**src/rtl/lmdpl_pkg.sv**
```systemverilog
// rtl/lmdpl_pkg.sv - shared phase encoding and dual-rail helpers for the LMDPL register pipeline
package lmdpl_pkg;

    localparam int MAX_W = 64;

    typedef enum logic {
        PH_PRE  = 1'b0,
        PH_EVAL = 1'b1
    } phase_e;

    // Callers truncate the result to their own rail width.
    function automatic logic [MAX_W-1:0] spacer(input logic precharge, input int width);
        logic [MAX_W-1:0] mask;
        mask = (width >= MAX_W) ? {MAX_W{1'b1}} : ((64'd1 << width) - 64'd1);
        return {MAX_W{precharge}} & mask;
    endfunction

    function automatic logic [MAX_W-1:0] dr_valid(input logic [MAX_W-1:0] t,
                                                  input logic [MAX_W-1:0] f);
        return t ^ f;
    endfunction

endpackage

```
**src/rtl/lmdpl_dr_stage.sv**
```systemverilog
// rtl/lmdpl_dr_stage.sv - one WIDTH-bit dual-rail register stage with data/spacer tag
module lmdpl_dr_stage
    import lmdpl_pkg::*;
#(
    parameter int WIDTH     = 1,
    parameter bit PRECHARGE = 1'b0
) (
    input  logic             C,
    input  logic             R,
    input  logic             EN,
    input  logic [WIDTH-1:0] i_t,
    input  logic [WIDTH-1:0] i_f,
    input  logic             i_tag,
    output logic [WIDTH-1:0] o_t,
    output logic [WIDTH-1:0] o_f,
    output logic             o_tag
);

    localparam logic [WIDTH-1:0] SPC = WIDTH'(spacer(PRECHARGE, WIDTH));

    logic [WIDTH-1:0] r_t;
    logic [WIDTH-1:0] r_f;
    logic             r_tag;

    always_ff @(posedge C) begin
        if (R) begin
            r_t   <= SPC;
            r_f   <= SPC;
            r_tag <= 1'b0;
        end else if (EN) begin
            r_t   <= i_t;
            r_f   <= i_f;
            r_tag <= i_tag;
        end
    end

    assign o_t   = r_t;
    assign o_f   = r_f;
    assign o_tag = r_tag;

endmodule

```
**src/rtl/lmdpl_dr_pipe.sv**
```systemverilog
// rtl/lmdpl_dr_pipe.sv - DEPTH-stage dual-rail pipeline with precharge/evaluate phase FSM and sticky code-word check
module lmdpl_dr_pipe
    import lmdpl_pkg::*;
#(
    parameter int WIDTH     = 1,
    parameter int DEPTH     = 2,
    parameter bit PRECHARGE = 1'b0
) (
    input  logic             C,
    input  logic             R,
    input  logic             EN,
    input  logic [WIDTH-1:0] DT,
    input  logic [WIDTH-1:0] DF,
    output logic [WIDTH-1:0] QT,
    output logic [WIDTH-1:0] QF,
    output logic             VALID,
    output logic             PH,
    output logic             ERR
);

    localparam logic [WIDTH-1:0] SPC = WIDTH'(spacer(PRECHARGE, WIDTH));

    phase_e                      r_phase;
    phase_e                      w_phase_nxt;
    logic                        r_err;
    logic                        w_viol;
    logic [WIDTH-1:0]            w_pair_ok;
    logic [WIDTH-1:0]            w_in_t;
    logic [WIDTH-1:0]            w_in_f;
    logic                        w_in_tag;
    logic [DEPTH:0][WIDTH-1:0]   w_t;
    logic [DEPTH:0][WIDTH-1:0]   w_f;
    logic [DEPTH:0]              w_tag;

    assign w_pair_ok = WIDTH'(dr_valid(MAX_W'(DT), MAX_W'(DF)));

    always_ff @(posedge C) begin
        if (R) begin
            r_phase <= PH_PRE;
        end else begin
            r_phase <= w_phase_nxt;
        end
    end

    // In PRE the inputs only feed the violation check; the spacer is what gets captured.
    always_comb begin
        w_phase_nxt = r_phase;
        w_viol      = 1'b0;
        w_in_t      = SPC;
        w_in_f      = SPC;
        w_in_tag    = 1'b0;
        case (r_phase)
            PH_PRE: begin
                w_viol = (DT != SPC) || (DF != SPC);
                if (EN) w_phase_nxt = PH_EVAL;
            end
            PH_EVAL: begin
                w_in_t   = DT;
                w_in_f   = DF;
                w_in_tag = 1'b1;
                w_viol   = ~&w_pair_ok;
                if (EN) w_phase_nxt = PH_PRE;
            end
            default: w_phase_nxt = PH_PRE;
        endcase
    end

    always_ff @(posedge C) begin
        if (R) begin
            r_err <= 1'b0;
        end else if (EN && w_viol) begin
            r_err <= 1'b1;
        end
    end

    assign w_t[0]   = w_in_t;
    assign w_f[0]   = w_in_f;
    assign w_tag[0] = w_in_tag;

    for (genvar g = 0; g < DEPTH; g++) begin : g_stage
        lmdpl_dr_stage #(
            .WIDTH     (WIDTH),
            .PRECHARGE (PRECHARGE)
        ) u_stage (
            .C     (C),
            .R     (R),
            .EN    (EN),
            .i_t   (w_t[g]),
            .i_f   (w_f[g]),
            .i_tag (w_tag[g]),
            .o_t   (w_t[g+1]),
            .o_f   (w_f[g+1]),
            .o_tag (w_tag[g+1])
        );
    end

    assign QT    = w_t[DEPTH];
    assign QF    = w_f[DEPTH];
    assign VALID = w_tag[DEPTH];
    assign PH    = r_phase;
    assign ERR   = r_err;

endmodule
```
**config.mk**
```make
export PLATFORM = sky130hd
export DESIGN_NAME = lmdpl_dr_pipe
export DESIGN_NICKNAME = d
export VERILOG_FILES = /design/src/rtl/lmdpl_pkg.sv /design/src/rtl/lmdpl_dr_stage.sv /design/src/rtl/lmdpl_dr_pipe.sv
export SDC_FILE = /design/constraint.sdc
export NUM_CORES = 1
export LEC_CHECK = 0
export ABC_AREA = 0
export CAP_MARGIN = 5
export CELL_PAD_IN_SITES_DETAIL_PLACEMENT = 1
export CELL_PAD_IN_SITES_GLOBAL_PLACEMENT = 2
export CORE_AREA = 2 2 39 41
export CTS_BUF_LIST = sky130_fd_sc_hd__clkbuf_2
export DETAILED_ROUTE_END_ITERATION = 10
export DIE_AREA = 0 0 41 43
export DONT_BUFFER_PORTS = 1
export HOLD_SLACK_MARGIN = 0.12
export PLACE_DENSITY = 0.51
export REMOVE_ABC_BUFFERS = 1
export SLEW_MARGIN = 20
export SYNTH_ARGS = -nofsm -noshare
export SYNTH_HDL_FRONTEND = slang
export SYNTH_HIERARCHICAL = 1
export SYNTH_SLANG_ARGS = --single-unit
```
**constraint.sdc**
```tcl
create_clock -name C -period 2.2 [get_ports C]
set_clock_uncertainty 0.2 [all_clocks]
set_input_delay 0.33 -clock C [delete_from_list [all_inputs] [get_ports C]]
set_output_delay 0.33 -clock C [all_outputs]
set_load 0.01 [all_outputs]
```
==> results.md, run 1 <==
- Tot GR Track Use: 8.75%
- RSZ-0062 raised after global routing: false
- Layout fillers: 158
- First-pass iteration count of the detailed router: 2
- WP data arrival: 1700 ps
- Remaining antenna violation count after routing: 0
- Leading area contributor after synthesis: dfxtp_1
- Hold crit path type: input pin to flop
- Worst r2r src: PH
- Worst-margin pin slew: 385 ps
- Clock slew at reported path FFs: 80 ps
- Post-synth top cells: dfxtp_1 (8), nor2_1 (7), mux2i_1 (6)
- Starting DRT DRC Count: 4
- Largest family of logic cells by synthesized area: multiplexers
- Final hold vios: 0
- Area after DPL: 344 µm²
- Crit path max fanout: 9
- Pins Over Slew Limit: 0
- Pwr Density: 710 nW/µm²
- Die Area: 1760 µm²
- Layout Utilization: 28.1%
- Placed Cells: 47
- Slew headroom: 74.3%
- CTS Buf Count: 3
- DIE HEIGHT: 43 µm
- Via-per-instance ratio: 4.32
- Minimum clock period: 1780 ps
- Post-synthesis cell type count: 10
- Max clock buf depth: 2
- Synthesis-to-layout area growth: 20.1%
- Cell Rows: 14
- Final setup violation count: 0
- Total Wirelength: 587 µm
- Pleak: 0.181 nW
- Complex-gate fraction of the synthesized area: 3.86%
- Worst Setup End Kind: flop
- Diodes inserted: 0
- Fin nets: 45
- Final HPWL DP: 419 µm
- Ys flop type: dfxtp_1
- CTS H-tree lvls: 1
- Layout Cells excl Fill: 53
- GP Congestion: 0.573
- Top cell type's share of synthesized area: 49.4%
- Crit start category: input pin
- Mux cell area share after synthesis: 22.0%
- Root Driver: clkbuf_2
- Post-CTS sizing: 0
- Syn avg cell area: 10.5 µm²
- Mapped Area: 324 µm²
- Adder-cell area share of the yosys netlist: 3.86%
- Worst Setup SP: R
- Final worst-path cycle share: 81.0%
- Ports: 10
- Input/output buffers: 0
- Top-count cell post-synth: dfxtp_1
- XOR/XNOR share of the synthesized area: 2.70%
- Post-synthesis register bit count: 8
- Status: complete, no violations
- Number of global-route vias before repair: 243
- Area contributors post-synth: dfxtp_1 (49%), mux2i_1 (19%), nor2_1 (8.1%)
- Setup TNS Final: 0 ps
- Placeable Area: 1380 µm²
- EDFF count, synth: 0
- First-pass GRT wire length: 972 µm
- CTS tree: done
- Peak supply drop: 0.000202 V
- Initial Utilization: 23.4%
- Initial antenna violation count: 0
- CTS Sinks: 8
- Largest net degree at the start of global routing: 10
- Seq/Total Area, Yosys: 49.4%
- DRC Markers: 0
- CP Class: input pin to flop
- Mapped Cells: 31
- Post-synthesis simple-gate area fraction: 14.7%
- Pwr Total: 276 µW
- Worst path required time: 2120 ps
- Gr ovfl total: 0
- Chip width: 41 µm
- Share of layout cells above drive strength 1: 16.2%
- Async SR Flop Fraction: 0%
- Max Clk Rate: 561 MHz
- Maxcap violations: 0
- Synth warnings: 6
- Clk_lat worst skew: 230 ps
- Hold path start: DF
- Routed via count: 229
- Design area: 389 µm²
- WL/cell: 11.1 µm
[worst max-delay path: stages]
cell	delay, ps
dlygate4sd3_1	730
nor2_1	80
dlygate4sd3_1	560
[final cells by class]
type                    instances  area [µm²]  area share (%)
flip-flops and latches          8         160            41.2
multi-input cells              20         153            39.2
repair buffers                  3        30.0            7.72
well taps                      16        20.0            5.14
clock buffers                   3        15.0            3.86
inverters                       3        11.3            2.89
[power breakdown]
part | leakage (nW) | switching, mW | total, mW | internal (mW)
logic | 0.103 | 0.0127 | 0.0292 | 0.0165
clock network | 0.0125 | 0.0485 | 0.0857 | 0.0372
registers | 0.0653 | 0.00907 | 0.161 | 0.152
[logic make-up (layout without fill, tap and decap cells)]
family / Yosys count / after routing
AOI/OAI and AO/OA: 1 / 1
xor gates and xnor gates: 1 / 1
adders and majority gates: 1 / 1
buffers and inverters: 3 / 9
DFF: 8 / 8
muxes: 7 / 7
and+or+nand+nor: 10 / 10
[path summary, 6_finish.rpt]
path	slack (ps)	depth (start not counted)	to
max	420	3	g_stage[0].u_stage/o_t
min	190	3	g_stage[0].u_stage/o_f
max reg2reg	540	4	g_stage[0].u_stage/o_t
min reg2reg	300	2	g_stage[0].u_stage/o_tag
[cells in the final DEF (no fill, tap or decap)]
| master | instances |
|---|---|
| and2_2 | 2 |
| clkbuf_2 | 3 |
| dfxtp_1 | 8 |
| dlygate4sd3_1 | 3 |
| ha_1 | 1 |
| inv_1 | 3 |
| mux2_1 | 1 |
| mux2i_1 | 6 |
| nand2b_1 | 1 |
| nor2_1 | 7 |
| o22ai_2 | 1 |
| xnor2_1 | 1 |
[stage by stage]
stage	worst slack (ps)	hold slack (ps)
finish	418	188
global route	344	218
CTS	447	173
detailed placement	874	206
global placement	902	204
floorplan	916	202
[routing by layer]
layer | GRT usage, % | share of wire (%)
met4 | 10.0 | 1.7
met3 | 3.14 | 8.0
met2 | 10.9 | 42
met5 | 0 | 0
met1 | 10.0 | 48
[flip-flops by register name, indices dropped and copies added (netlist names)]
name                   flops
g_stage.u_stage/o_tag      2
g_stage.u_stage/o_f        2
PH                         1
ERR                        1
g_stage.u_stage/o_t        2
[what timing repair did]
item | CTS | global route
hold endpoints to repair | 8 | 0
hold buffers | 3 | 0
buffers inserted | 0 | 0
No activity file was read; power rests on OpenSTA's default activity.
==> run 2, diff against run 1 <==
clock period = 1.7 ns   (was 2.2 ns; I/O delays follow)
==> run 2 against run 1 <==
  * Worst hold slack better by 39 ps
  * Highest routed layer is now met3
  * Largest cell class unchanged
  * Largest power group unchanged
  * Flip-flop and latch count unchanged
  * Power is 32% higher
  * Non-clock buffer count up 2
  * Critical path depth did not move
  * Critical endpoint is now PH
  * Clock-buffer cell count unchanged
  * First-iteration DRC count down 50%
  * Sequential share of layout area fell by 2.3 points
==> results.md, run 2 (synthesis results as in run 1) <==
- Fin nets: 47 (+4.4%)
- Placeable Area: 1380 µm² (unchanged)
- Commonest cells after routing, fill and taps aside: dfxtp_1 (8), nor2_1 (7), mux2i_1 (6), dlygate4sd3_1 (4)
- Via-per-instance ratio: 4.13 (-4.5%)
- Met3 routed WL: 55 µm (+17%)
- Final worst-path cycle share: 92.8%
- Remaining antenna violation count after routing: 0 (unchanged)
- Max Clk Rate: 634 MHz
- Worst hold path depth: 4 (+1)
- First-pass GRT wire length: 1.01 mm (+4.3%)
- CP Cell Sequence: xnor2_1 > nor2_1 > dlygate4sd3_1
- Met2 wire length: 293 µm (+18%)
- CTS Sinks: 8 (unchanged)
- Sw Pwr: 92.5 µW (+32%)
- Pins Over Slew Limit: 0 (unchanged)
- Peak supply drop: 0.000225 V (+11%)
- Layout Cells excl Fill: 55 (+3.8%)
- Final hold vios: 0 (unchanged)
- Hold crit path type: input pin to flop
- Max clock buf depth: 2 (unchanged)
- Largest net degree at the start of global routing: 10 (unchanged)
- Initial antenna violation count: 0 (unchanged)
- Pwr Density: 886 nW/µm² (+25%)
- Final setup violation count: 0 (unchanged)
- DIE HEIGHT: 43 µm (unchanged)
- RSZ-0062 raised after global routing: false
- Tot GR Track Use: 9.24% (+0.48 points)
- Maxcap violations: 0 (unchanged)
- DRC Markers: 0 (unchanged)
- CTS H-tree lvls: 1 (unchanged)
- Pwr Total: 365 µW (+32%)
- Root Driver: clkbuf_2
- Slew headroom: 73.3% (-0.95 points)
- Routed via count: 227 (-0.87%)
- Worst Setup End Kind: flop
- Share of layout cells above drive strength 1: 15.4% (-0.83 points)
- Initial Utilization: 23.4% (unchanged)
- Input/output buffers: 0 (unchanged)
- Cell Rows: 14 (unchanged)
- Diodes inserted: 0 (unchanged)
- Met1 Wirelength: 300 µm (+7.1%)
- Clk_lat worst skew: 230 ps (about the same)
- Starting DRT DRC Count: 2 (-2)
- Number of global-route vias before repair: 246 (+1.2%)
- Die Area: 1760 µm² (unchanged)
- CP Class: flop to flop
- Pleak: 0.197 nW (+8.9%)
- CP max-delay cell: dlygate4sd3_1
- Slowest stage delay, CP: 560 ps (-170 ps)
- Crit path max fanout: 6 (-3)
- Minimum clock period: 1580 ps
- Synthesis-to-layout area growth: 27.0%
- Chip width: 41 µm (unchanged)
- Sw Ratio: 25.4% (-0.080 points)
- Seq pwr share: 57.2% (-1.2 points)
- CTS tree: done
- Status: complete, no violations
- Worst-margin pin slew: 399 ps (+14.2 ps)
- Worst path required time: 1620 ps (-500 ps)
- Commonest non-fill, non-tap cell in the layout: dfxtp_1
- Clock power frac: 30.3% (-0.7 points)
- WL/cell: 11.8 µm (+6.5%)
- First-pass iteration count of the detailed router: 2 (unchanged)
- Postcts setup bufs: 0 (unchanged)
- Reg2reg path depth: 3 (-1)
- Ports: 10 (unchanged)
- Crit start category: flop
- Placed Cells: 47 (unchanged)
- Hold slack: 227 ps (+38.8 ps)
- Comb pwr share: 12.5% (+1.9 points)
- WP data arrival: 1500 ps (-200 ps)
- Pint: 272 µW (+32%)
- Clock slew at reported path FFs: 80 ps (about the same)
- Top sig layer: met3
- Setup TNS Final: 0 ps (unchanged)
- Gr ovfl total: 0 (unchanged)
- CTS Buf Count: 3 (unchanged)
- Total Wirelength: 649 µm (+11%)
- GP Congestion: 0.572 (about the same)
[run 2: final timing paths]
| path | end | slack, ps | start |
|---|---|---|---|
| hold / removal | ERR | 230 | DF |
| hold reg to reg | g_stage[0].u_stage/o_tag | 300 | g_stage[0].u_stage/o_tag |
| setup reg to reg | PH | 120 | PH |
| setup / recovery | PH | 120 | PH |
[run 2: stage by stage]
stage          utilization (%)  area [µm²]  setup WS, ps
6_report                  29.7         412           122
5_1_grt                   29.7         412          52.7
4_1_cts                   29.6         409          22.9
3_5_place_dp              24.9         344           441
3_3_place_gp              24.9         344           477
2_1_floorplan                -         324           491
[run 2: per-layer routing]
| metal | GRT usage [%] | up-vias |
|---|---|---|
| met5 | 0 | - |
| met4 | 10.0 | 0 |
| met3 | 3.14 | 0 |
| met2 | 10.9 | 7 |
| met1 | 11.6 | 103 |
| li1 | - | 117 |
[run 2: repair_timing]
item	in CTS	in global routing
hold buffers	5	0
setup endpoints to repair	0	1
resized for setup	0	1
endpoints found under the hold margin	8	0
[run 2: power groups by stage]
stage / clock network [mW] / logic [mW] / registers [mW]
floorplan: 0 / 0.0248 / 0.211
global placement: 0 / 0.0262 / 0.213
detailed placement: 0 / 0.0284 / 0.213
CTS: 0.121 / 0.0458 / 0.209
global route: 0.128 / 0.0509 / 0.210
finish: 0.111 / 0.0455 / 0.209
[run 2: area by class of cell]
class | instances | area (µm²)
repair buffers | 5 | 52.6
flip-flops and latches | 8 | 160
well taps | 16 | 20.0
inverters | 3 | 11.3
fillers | 158 | 972
clock buffers | 3 | 15.0
multi-input cells | 20 | 153
[run 2: worst max-delay path: cells and delay by family, from the launching register on]
| family | cells | cell delay, ps |
|---|---|---|
| simple gates | 1 | 50 |
| xor+xnor | 1 | 160 |
| buf+inv | 1 | 560 |
| flops | 1 | 500 |
==> run 3, diff against run 2 <==
SLEW_MARGIN = not set   (was 20)
==> results of run 3 <==
Same layout as run 2: the final DEF is identical, and so are final timing and power.
